==> config.mk <==
export PLATFORM = sky130hd
export DESIGN_NAME = btm_mul_arbiter
export DESIGN_NICKNAME = d
export VERILOG_FILES = /design/src/rtl/btm_pkg.sv /design/src/rtl/btm_rr_pick.sv /design/src/rtl/btm_mul_arbiter.sv
export SDC_FILE = /design/constraint.sdc
export NUM_CORES = 1
export LEC_CHECK = 0
export ABC_AREA = 1
export BUFFER_PORTS_ARGS = -buffer_cell sky130_fd_sc_hd__clkbuf_2
export CORE_MARGIN = 8
export CORE_UTILIZATION = 45
export CTS_CLUSTER_SIZE = 12
export DETAILED_ROUTE_END_ITERATION = 8
export PLACE_DENSITY = 0.76
export SLEW_MARGIN = 10
export SYNTH_ARGS = -nofsm -noshare
export SYNTH_HDL_FRONTEND = slang
export SYNTH_SLANG_ARGS = --single-unit
==> constraint.sdc <==
create_clock -name clk -period 2.1 [get_ports clk]
set_input_delay 0 -clock clk [delete_from_list [all_inputs] [get_ports clk]]
set_output_delay 0 -clock clk [all_outputs]
set_load 0.01 [all_outputs]
==> src/rtl/btm_pkg.sv <==
// ---------------------------------------------------------------------------
// btm_pkg
// Shared definitions for the balanced-ternary multiplier arbiter.
//   - BET trit codes and the bet_t trit type
//   - FSM state encoding used by btm_mul_arbiter
//   - constant results (all-zero trits, invalid-operand marker)
//   - has_inv_trit(): flags any invalid trit in a 2-trit operand
// ---------------------------------------------------------------------------
package btm_pkg;

    typedef logic [1:0] bet_t;

    localparam bet_t TRIT_NEG  = 2'b01;
    localparam bet_t TRIT_ZERO = 2'b11;
    localparam bet_t TRIT_POS  = 2'b10;
    localparam bet_t TRIT_INV  = 2'b00;

    // Four zero trits on the result bus, two zero trits on an operand.
    localparam logic [7:0] ZERO4 = {TRIT_ZERO, TRIT_ZERO, TRIT_ZERO, TRIT_ZERO};
    localparam logic [3:0] ZERO2 = {TRIT_ZERO, TRIT_ZERO};

    // Result reported for operands carrying an invalid trit code.
    localparam logic [7:0] INV_RESULT = 8'h00;

    typedef enum logic [1:0] {
        IDLE = 2'd0,
        WAIT = 2'd1,
        RESP = 2'd2
    } arb_state_t;

    function automatic logic has_inv_trit(input logic [3:0] op);
        return (bet_t'(op[1:0]) == TRIT_INV) || (bet_t'(op[3:2]) == TRIT_INV);
    endfunction

    // Identifies a trit code as one of the three legal values.
    function automatic logic is_legal_trit(input bet_t t);
        return (t == TRIT_NEG) || (t == TRIT_ZERO) || (t == TRIT_POS);
    endfunction

endpackage

==> src/rtl/btm_rr_pick.sv <==
// ---------------------------------------------------------------------------
// btm_rr_pick
// Combinational round-robin priority pick. Scans req upward starting at ptr,
// wrapping at NUM_REQ-1, and returns the first set bit as a one-hot grant.
//
// Ports
//   req    in   NUM_REQ  request vector
//   ptr    in   PTR_W    index that has highest priority this cycle
//   gnt    out  NUM_REQ  one-hot grant (all zero when nothing requests)
//   found  out  1        some request was found
// ---------------------------------------------------------------------------
module btm_rr_pick #(
    parameter int NUM_REQ = 4,
    parameter int PTR_W   = 2
) (
    input  logic [NUM_REQ-1:0] req,
    input  logic [PTR_W-1:0]   ptr,
    output logic [NUM_REQ-1:0] gnt,
    output logic               found
);

    logic [PTR_W:0]   sum;
    logic [PTR_W-1:0] idx;

    always_comb begin
        gnt   = '0;
        found = 1'b0;
        sum   = '0;
        idx   = '0;
        for (int k = 0; k < NUM_REQ; k++) begin
            // One extra bit so ptr+k never overflows before the wrap subtract.
            sum = {1'b0, ptr} + (PTR_W+1)'(k);
            if (sum >= (PTR_W+1)'(NUM_REQ)) begin
                sum = sum - (PTR_W+1)'(NUM_REQ);
            end
            idx = sum[PTR_W-1:0];
            if (!found && req[idx]) begin
                gnt[idx] = 1'b1;
                found    = 1'b1;
            end
        end
    end

endmodule

==> src/rtl/btm_mul_arbiter.sv <==
// ---------------------------------------------------------------------------
// btm_mul_arbiter
// Round-robin arbiter and sequencer sharing one external 2x2-trit balanced-
// ternary multiplier between NUM_REQ requesters. One operation in flight.
//
//   state | meaning
//   ------+--------------------------------------------------------------
//   IDLE  | no operation; pick a requester from the round-robin pointer
//   WAIT  | operands held on mul_a/mul_b, counting down MUL_LAT cycles
//   RESP  | result presented on rsp_data to the granted requester
//
// Parameters
//   NUM_REQ  number of requesters (2..8)
//   MUL_LAT  cycles from stable operands to valid mul_p (1..7)
//
// Ports
//   clk        in   1          clock, rising edge
//   rst        in   1          synchronous active-high reset
//   req_valid  in   NUM_REQ    requester i has operands
//   req_ready  out  NUM_REQ    requester i accepted this cycle
//   req_a      in   4*NUM_REQ  operand A of requester i at [4i+3:4i]
//   req_b      in   4*NUM_REQ  operand B, same packing
//   rsp_valid  out  NUM_REQ    result available for requester i
//   rsp_ready  in   NUM_REQ    requester i takes the result
//   rsp_data   out  8          shared 4-trit result bus
//   rsp_err    out  1          result came from an invalid operand
//   mul_a      out  4          operand A to the multiplier
//   mul_b      out  4          operand B to the multiplier
//   mul_p      in   8          multiplier product
//   busy       out  1          FSM not in IDLE
//
// Build option
//   BTM_ARB_TRIT_CHECK_EN  when defined, operands containing an invalid trit
//                          bypass the multiplier and answer with rsp_err=1,
//                          rsp_data=8'h00. When undefined rsp_err is 0.
// ---------------------------------------------------------------------------
module btm_mul_arbiter
    import btm_pkg::*;
#(
    parameter int NUM_REQ = 4,
    parameter int MUL_LAT = 1
) (
    input  logic                   clk,
    input  logic                   rst,
    input  logic [NUM_REQ-1:0]     req_valid,
    output logic [NUM_REQ-1:0]     req_ready,
    input  logic [4*NUM_REQ-1:0]   req_a,
    input  logic [4*NUM_REQ-1:0]   req_b,
    output logic [NUM_REQ-1:0]     rsp_valid,
    input  logic [NUM_REQ-1:0]     rsp_ready,
    output logic [7:0]             rsp_data,
    output logic                   rsp_err,
    output logic [3:0]             mul_a,
    output logic [3:0]             mul_b,
    input  logic [7:0]             mul_p,
    output logic                   busy
);

    localparam int PTR_W = $clog2(NUM_REQ);
    localparam int CNT_W = 3;

    arb_state_t         state;
    logic [PTR_W-1:0]   ptr;
    logic [PTR_W-1:0]   grant;
    logic [PTR_W-1:0]   pick_idx;
    logic [CNT_W-1:0]   cnt;
    logic [NUM_REQ-1:0] pick_gnt;
    logic               pick_found;
    logic               accept;
    logic [3:0]         a_arr [NUM_REQ];
    logic [3:0]         b_arr [NUM_REQ];
    logic [3:0]         a_sel;
    logic [3:0]         b_sel;
    logic               op_inv;

    btm_rr_pick #(
        .NUM_REQ (NUM_REQ),
        .PTR_W   (PTR_W)
    ) u_pick (
        .req   (req_valid),
        .ptr   (ptr),
        .gnt   (pick_gnt),
        .found (pick_found)
    );

    for (genvar g = 0; g < NUM_REQ; g++) begin : g_unpack
        assign a_arr[g] = req_a[4*g+3:4*g];
        assign b_arr[g] = req_b[4*g+3:4*g];
    end

    always_comb begin
        pick_idx = '0;
        for (int i = 0; i < NUM_REQ; i++) begin
            if (pick_gnt[i]) begin
                pick_idx = PTR_W'(i);
            end
        end
    end

    assign a_sel = a_arr[pick_idx];
    assign b_sel = b_arr[pick_idx];

    // Gated by rst so no requester sees a ready while the block is in reset.
    assign accept    = !rst && (state == IDLE) && pick_found;
    assign req_ready = accept ? pick_gnt : '0;
    assign busy      = (state != IDLE);

    always_comb begin
        rsp_valid = '0;
        if (state == RESP) begin
            rsp_valid[grant] = 1'b1;
        end
    end

`ifdef BTM_ARB_TRIT_CHECK_EN
    logic rsp_err_q;

    assign op_inv  = has_inv_trit(a_sel) || has_inv_trit(b_sel);
    assign rsp_err = rsp_err_q;

    // Set at every acceptance so rsp_err always describes the current rsp_data.
    always_ff @(posedge clk) begin
        if (rst) begin
            rsp_err_q <= 1'b0;
        end else if (accept) begin
            rsp_err_q <= op_inv;
        end
    end
`else
    assign op_inv  = 1'b0;
    assign rsp_err = 1'b0;
`endif

    always_ff @(posedge clk) begin
        if (rst) begin
            state    <= IDLE;
            ptr      <= '0;
            grant    <= '0;
            cnt      <= '0;
            mul_a    <= ZERO2;
            mul_b    <= ZERO2;
            rsp_data <= ZERO4;
        end else begin
            case (state)
                IDLE: begin
                    if (pick_found) begin
                        grant <= pick_idx;
                        if (op_inv) begin
                            // Multiplier is never driven with illegal codes.
                            state    <= RESP;
                            rsp_data <= INV_RESULT;
                        end else begin
                            state <= WAIT;
                            mul_a <= a_sel;
                            mul_b <= b_sel;
                            cnt   <= CNT_W'(MUL_LAT - 1);
                        end
                    end
                end
                WAIT: begin
                    if (cnt == '0) begin
                        rsp_data <= mul_p;
                        state    <= RESP;
                    end else begin
                        cnt <= cnt - 1'b1;
                    end
                end
                RESP: begin
                    if (rsp_ready[grant]) begin
                        state <= IDLE;
                        ptr   <= (grant == PTR_W'(NUM_REQ - 1)) ? '0 : grant + 1'b1;
                        mul_a <= ZERO2;
                        mul_b <= ZERO2;
                    end
                end
                default: begin
                    state <= IDLE;
                end
            endcase
        end
    end

endmodule

==> results of run 1 <==
## routing by layer
metal,wire [um],vias to the layer above
li1,-,1301
met1,2760,1156
met2,3390,101
met3,572,10
met4,91,0
met5,0,-
## kinds of logic (layout without fill, tap and decap cells)
| group | Yosys count | after routing | synth area share, % |
|---|---|---|---|
| flip-flops | 25 | 25 | 23.7 |
| AND/OR/NAND/NOR | 227 | 229 | 51.7 |
| XOR/XNOR | 1 | 1 | 0.414 |
| AO/OA/AOI/OAI | 17 | 17 | 4.50 |
| adder cells (fa/ha/maj) | 12 | 12 | 7.10 |
| other | 1 | 1 | 0.177 |
| buffers and inverters | 67 | 172 | 12.5 |
## cells in the final DEF (no fill, tap or decap), types with 7 or more instances in the layout
cell type      synthesis  final
nand3b_1               8      8
nand2_2                8     12
nand2_4                4      7
buf_4                  1     18
ha_1                  12     11
nor2_1                36     30
nand2_1              106     97
nand3_1               51     43
dfxtp_1               25     23
nor2_4                 3      8
clkbuf_2               0     72
inv_1                 54     52
dlygate4sd3_1          0      9
a21oi_1                9      7
## synthesized netlist by cell type, drive strengths merged
library cell | count | area share (%)
conb | 1 | 0.18
buf | 3 | 1.1
o21ai | 6 | 1.4
a21oi | 9 | 2.1
inv | 56 | 9.9
a31oi | 1 | 0.59
nand3 | 55 | 14
clkbuf | 3 | 0.53
nor3 | 1 | 0.47
a211oi | 1 | 0.36
nand3b | 8 | 2.8
xor2 | 1 | 0.41
nor2 | 42 | 9.5
ha | 12 | 7.1
clkinv | 5 | 0.89
nand2 | 119 | 24
nand4 | 2 | 0.59
dfxtp | 25 | 24
## area by class of cell
cell class	instances	area, sq um	area share, %
Clock inverter	1	5.00	0.160
Tap cell	54	67.6	2.16
Inverter	61	240	7.69
Timing Repair Buffer	107	673	21.5
Sequential cell	25	503	16.1
Multi-Input combinational cell	260	1600	51.0
Clock buffer	3	41.3	1.32
## power by group through the flow
stage,combinational (mW),sequential [mW],clock (mW)
finish,2.76,0.773,0.286
global route,3.05,0.793,0.309
CTS,2.38,0.771,0.295
detailed placement,2.16,0.782,0
global placement,2.12,0.779,0
floorplan,1.49,0.833,0
## metrics by stage
step	hold WS (ns)	std cells	total power, mW
4_1_cts	0.112	504	3.45
6_report	0.115	511	3.82
5_1_grt	0.151	511	4.16
3_3_place_gp	0.212	483	2.89
2_1_floorplan	0.0691	350	2.32
3_5_place_dp	0.219	483	2.94
## what timing repair did
item                                    CTS  global route
gates cloned                              1             1
pin swaps                                 6            20
endpoints found under the setup margin   12            18
setup buffers                             7             6
hold endpoints to repair                 12             0
gates resized for setup                  16            48
hold buffers                              9             0
## worst paths after layout
check	to	cells after the start	start	slack, ns
worst max-delay path	mul_b[1]$_SDFFE_PP1P_	18	ptr[0]$_SDFFE_PP0P_	-0.002
worst min-delay path	mul_b[2]$_SDFFE_PP1P_	7	req_b[14]	0.12
worst max register to register	mul_b[1]$_SDFFE_PP1P_	18	ptr[0]$_SDFFE_PP0P_	-0.002
worst min register to register	rsp_data[6]$_SDFFE_PP1P_	2	rsp_data[6]$_SDFFE_PP1P_	0.46
## flip-flops by register name, indices dropped and copies added, names as in the netlist
name	count
mul_b	4
mul_a	4
rsp_data	8
cnt	3
ptr	2
state	2
grant	2
## tightest hold or removal path: stages
cell and delay [ns]:
clkbuf_2 0.08, inv_1 0.03, nand2_1 0.05, nand2_1 0.04
nand3_1 0.07, nand2_1 0.05, nand2_1 0.04
==> impl_summary.txt, run 1 <==
----------------------------------------------------
[Status]
  Result of the run ... finished with violations
  Violations in the final reports ... negative setup slack

[Pwr]
  Internal ... 1.89 mW
  Comb power frac ... 72.2%
  Leakage ... 1.70 nW
  Portion of total power attributed to sequential cells ... 20.3%
  Worst IR Drop VDD ... 0.746 mV
  Part of the total power dissipated in the clock network ... 7.5%
  Switching Power ... 1.92 mW
  Ratio of total power to cell area ... 1220 nW/um^2
  Switching part of the total ... 50.4%

[Global route]
  Fraction of met1 tracks used by global routing ... 18.9%
  Total track usage ... 17.6%
  Vias in the first global route ... 2410
  Global-route track usage on met2 ... 32.1%
  Initial antenna violation count ... 0
  Pin count of the biggest net entering global routing ... 22
  Top Usage Layer GRT ... met2
  Total congestion overflow ... 0
  Wire length of the first global-routing pass ... 10.7 mm
  Global routing usage on met3 ... 6.44%

[Critical path]
  Crit path capture type ... flip-flop
  Critical path's slowest cell ... dfxtp_2
  Cell class contributing the biggest share of worst-path delay ... simple AND/OR/NAND/NOR gates
  Crit-path max FO ... 6
  Most prevalent standard cell on the critical path ... nand2_1
  Signal arrival time at the worst endpoint ... 2.27 ns
  Cell Chain, Critical Path ... inv_2 > ha_4 > inv_4 > nand3_4 > nand2_4 > nand2_4 > nor2_4 > nand2_2 > nand2_2 > nor2_4 > buf_6 > nand3_1 > nand2_1 > inv_1 > nand2_1 > nand3_2 > nand2_1 > nand2_1
  CP startpoint kind ... flip-flop
  Worst Path Class, Setup ... flip-flop to flip-flop
  Crit path largest cell delay ... 0.35 ns
  Sum of buffers and inverters on the critical path ... 4
  Data required, critical path ... 2.27 ns

[Synth]
  Number of different library cells in the post-synthesis netlist ... 28
  Mapped Cells ... 350
  Count of warnings emitted by yosys ... 0
  Synth Register Bits ... 25
  Syn Nets ... 412
  Synthesized area per cell ... 6.04 sq um
  Summed instance area of the synthesized netlist ... 2110 sq um
  Sequential element share of the synthesized area ... 23.7%

[Route]
  Final wirelength ... 6.82 mm
  Total via count after detailed routing ... 2568
  Wire per inst ... 13.3 um
  Vias per cell ... 5.03
  Remaining antenna violation count after routing ... 0
  Number of search-and-repair iterations in the first detailed-routing pass ... 5
  Post-route DRC ... 0
  Initial detailed-routing violation count ... 150

[Min path]
  Class of the tightest hold or removal check ... input pin to flip-flop

[STA]
  Number of failing setup endpoints in the final timing report ... 1
  Final clock period utilization by the worst path ... 100%
  RSZ-0062 raised after global routing ... true
  Post-layout worst setup margin ... -0.00239 ns
  Worst clock skew on the final layout ... 0.00184 ns
  Endpoints failing hold ... 0
  Final number of max-transition violations ... 0
  Final period demand of the worst path ... 2.10 ns
  Max Freq ... 476 MHz
  Accumulated negative setup slack ... -0.00239 ns

[Clocking]
  Number of buffers added by the clock tree synthesis step ... 3
  H-tree lvl count ... 1
  Root Buffer ... clkbuf_8
  Clock latency reported for the late side of the worst-skew pair ... 0.27 ns
  CTS tree ... done
  Count of clock tree sinks ... 25
  Number of buffers on the longest clock path ... 2
  Clock slew at reported path FFs ... 0.09 ns

[Die]
  X dimension of the die ... 84.6 um
  Top-level port count ... 76
  Std-Cell Rows ... 25
  Die area ... 7150 sq um
  Die H ... 84.6 um
  Initial Utilization ... 45.7%
  Placeable Area ... 4630 sq um

[Job]
  Max-Cap Viols ... 0

[Finish]
  Post-layout utilization of the core ... 67.5%
  Layout Cell Area excl Fill ... 3130 sq um
  Count of filler cells inserted in the layout ... 386
  Nets ... 520
  Antenna Cells ... 0
  Signed area change from the synthesized netlist to the final layout ... 47.8%
  Share of final-layout standard cells stronger than drive strength 1 ... 35.7%

[Placement]
  Cell Area, Placed ... 2600 sq um
  Number of port buffers ... 74
  Weighted congestion at the end of routability-driven global placement ... 0.908
  DPL Wire Length ... 4.82 mm
  Worst slack after detailed placement ... -0.113 ns

----------------------------------------------------
No activity file was read; power rests on OpenSTA's default activity.
==> run 2, diff against run 1 <==
- BUFFER_PORTS_ARGS: -buffer_cell sky130_fd_sc_hd__clkbuf_2 -> -buffer_cell sky130_fd_sc_hd__buf_2
- REMOVE_ABC_BUFFERS: unset -> 1
==> run 2 against run 1 <==
  * The run still ends with negative setup slack left
  * Total power decreased by 0.31%
  * Die area unchanged
  * Clock-buffer cell count unchanged
  * Non-clock buffer count fell by 7
  * Final cell count decreased by 0.78%
  * Via count down 0.19%
  * Sequential share of layout area about the same
  * Register-to-register slack worse by 0.02 ns
  * Clock skew up 0.0025 ns
  * Design area hardly changed
  * Critical path type unchanged
==> impl_summary.txt, run 2 (synthesis results as in run 1) <==
----------------------------------------------------
[Pwr]
  Design Power ... 3.81 mW
  Ratio of total power to cell area ... 1220 nW/um^2
  Leakage ... 1.66 nW
  Worst IR Drop VDD ... 0.707 mV

[Critical path]
  CP startpoint kind ... flip-flop
  Crit path largest cell delay ... 0.35 ns
  Cell class contributing the biggest share of worst-path delay ... simple AND/OR/NAND/NOR gates
  Launching element of the worst setup path ... ptr[0]$_SDFFE_PP0P_
  Data required, critical path ... 2.27 ns
  Launch point of the worst reg-to-reg path ... ptr[0]$_SDFFE_PP0P_
  Crit-path max FO ... 8
  Critical path's slowest cell ... dfxtp_2
  Most prevalent standard cell on the critical path ... nand2_1
  Signal arrival time at the worst endpoint ... 2.30 ns
  Cell Chain, Critical Path ... inv_2 > ha_4 > inv_4 > nand3_4 > nand2_4 > nand4_1 > clkinv_2 > nand2_2 > nand2_4 > nor2_4 > nor2_1 > nand2_1 > nand3_1 > nand2_1 > nand2_1
  Sum of buffers and inverters on the critical path ... 3
  Crit path capture type ... flip-flop
  Worst Path Class, Setup ... flip-flop to flip-flop

[Route]
  Initial detailed-routing violation count ... 93
  Total via count after detailed routing ... 2563
  Final wirelength ... 6.73 mm
  Wire per inst ... 13.3 um
  Number of search-and-repair iterations in the first detailed-routing pass ... 4
  Post-route DRC ... 0
  Remaining antenna violation count after routing ... 0
  Vias per cell ... 5.06

[Global route]
  Vias in the first global route ... 2476
  Total track usage ... 17.5%
  Wire length of the first global-routing pass ... 10.7 mm
  Initial antenna violation count ... 0
  Total congestion overflow ... 0
  Pin count of the biggest net entering global routing ... 22

[STA]
  Number of failing setup endpoints in the final timing report ... 4
  Final number of max-transition violations ... 0
  Final period demand of the worst path ... 2.13 ns
  Worst clock skew on the final layout ... 0.00436 ns
  Post-layout worst setup margin ... -0.0271 ns
  RSZ-0062 raised after global routing ... true
  Max Freq ... 470 MHz
  Final clock period utilization by the worst path ... 101%
  Endpoints failing hold ... 0

[Min path]
  Class of the tightest hold or removal check ... input pin to flip-flop
  Worst hold path startpoint ... req_a[14]

[Finish]
  Share of final-layout standard cells stronger than drive strength 1 ... 39.1%
  Largest registers ... rsp_data: 8 flops, mul_a: 4 flops, mul_b: 4 flops
  Signed area change from the synthesized netlist to the final layout ... 47.9%
  Most used cells in the layout excluding fill and tap cells ... nand2_1 (87), buf_2 (73), inv_1 (51), nand3_1 (40), nor2_1 (25)
  Post-layout utilization of the core ... 67.6%
  Antenna Cells ... 0
  Most frequent standard cell in the layout excluding fill and tap cells ... nand2_1
  Nets ... 516
  Largest register FFs ... 8
  Count of filler cells inserted in the layout ... 404
  Register name with the most flops ... rsp_data

[Die]
  Top-level port count ... 76
  Placeable Area ... 4630 sq um
  Std-Cell Rows ... 25
  Initial Utilization ... 45.7%
  Die area ... 7150 sq um
  X dimension of the die ... 84.6 um
  Die H ... 84.6 um

[Placement]
  Number of port buffers ... 74
  DPL Wire Length ... 4.68 mm
  Weighted congestion at the end of routability-driven global placement ... 0.932

[Clocking]
  Clock latency reported for the late side of the worst-skew pair ... 0.27 ns
  Count of clock tree sinks ... 25
  Root Buffer ... clkbuf_8
  CTS tree ... done
  Number of buffers added by the clock tree synthesis step ... 3
  Number of buffers on the longest clock path ... 2
  Clock slew at reported path FFs ... 0.10 ns
  H-tree lvl count ... 1

[Status]
  Result of the run ... finished with violations
  Violations in the final reports ... negative setup slack

[Job]
  Max-Cap Viols ... 0

----------------------------------------------------
==> run 2: area by class of cell <==
class                   count  area, sq um  area share, %
multi-input cells         263         1650           52.8
repair buffers            100          611           19.5
flip-flops and latches     25          503           16.1
inverters                  61          244           7.80
well taps                  54         67.6           2.16
clock buffers               3         41.3           1.32
clock inverters             1         8.76          0.280
==> run 2: final timing paths <==
kind	endpoint	slack (ns)	depth (start not counted)
worst max-delay path	mul_b[3]$_SDFFE_PP1P_	-0.03	15
worst min-delay path	mul_a[2]$_SDFFE_PP1P_	0.11	7
worst max register to register	mul_b[3]$_SDFFE_PP1P_	-0.03	15
worst min register to register	rsp_data[3]$_SDFFE_PP1P_	0.46	2
==> run 2: per-stage QoR <==
stage	cell area (sq um)	hold slack (ns)	worst slack [ns]	cells	TNS, ns
final	3130	0.106	-0.0271	507	-0.0538
after detailed placement	2630	0.214	-0.0680	485	-0.447
after CTS	2870	0.101	0.00192	504	0
after global placement	2630	0.211	-0.00706	485	-0.0135
after floorplan	2080	0.0691	-0.112	344	-0.909
after global routing	3130	0.152	-0.129	507	-1.06
==> run 2: power by group <==
| group | leakage (nW) | total [mW] | switching (mW) | internal [mW] |
|---|---|---|---|---|
| clock | 0.0261 | 0.308 | 0.169 | 0.139 |
| combinational | 1.43 | 2.73 | 1.67 | 1.05 |
| sequential | 0.208 | 0.771 | 0.111 | 0.660 |
| total | 1.66 | 3.81 | 1.95 | 1.85 |
==> run 2: tightest hold or removal path: cells and delay by family <==
family | cells | cell delay, ns
simple gates | 5 | 0.25
buf+inv | 2 | 0.10
==> run 2: per-layer routing <==
layer | part of all wire (%) | vias to the layer above | GRT usage, %
met5 | 0 | - | 0
li1 | - | 1292 | -
met1 | 40 | 1156 | 19.8
met2 | 50 | 106 | 31.1
met3 | 9.0 | 9 | 5.85
met4 | 1.2 | 0 | 2.75
==> run 2: timing repair <==
item | 4_1_cts | 5_1_grt
pin swaps | 8 | 33
gates resized for setup | 14 | 61
setup endpoints to repair | 12 | 16
hold endpoints to repair | 12 | 0
gates cloned | 4 | 1
buffers inserted | 2 | 2
hold buffers | 9 | 0
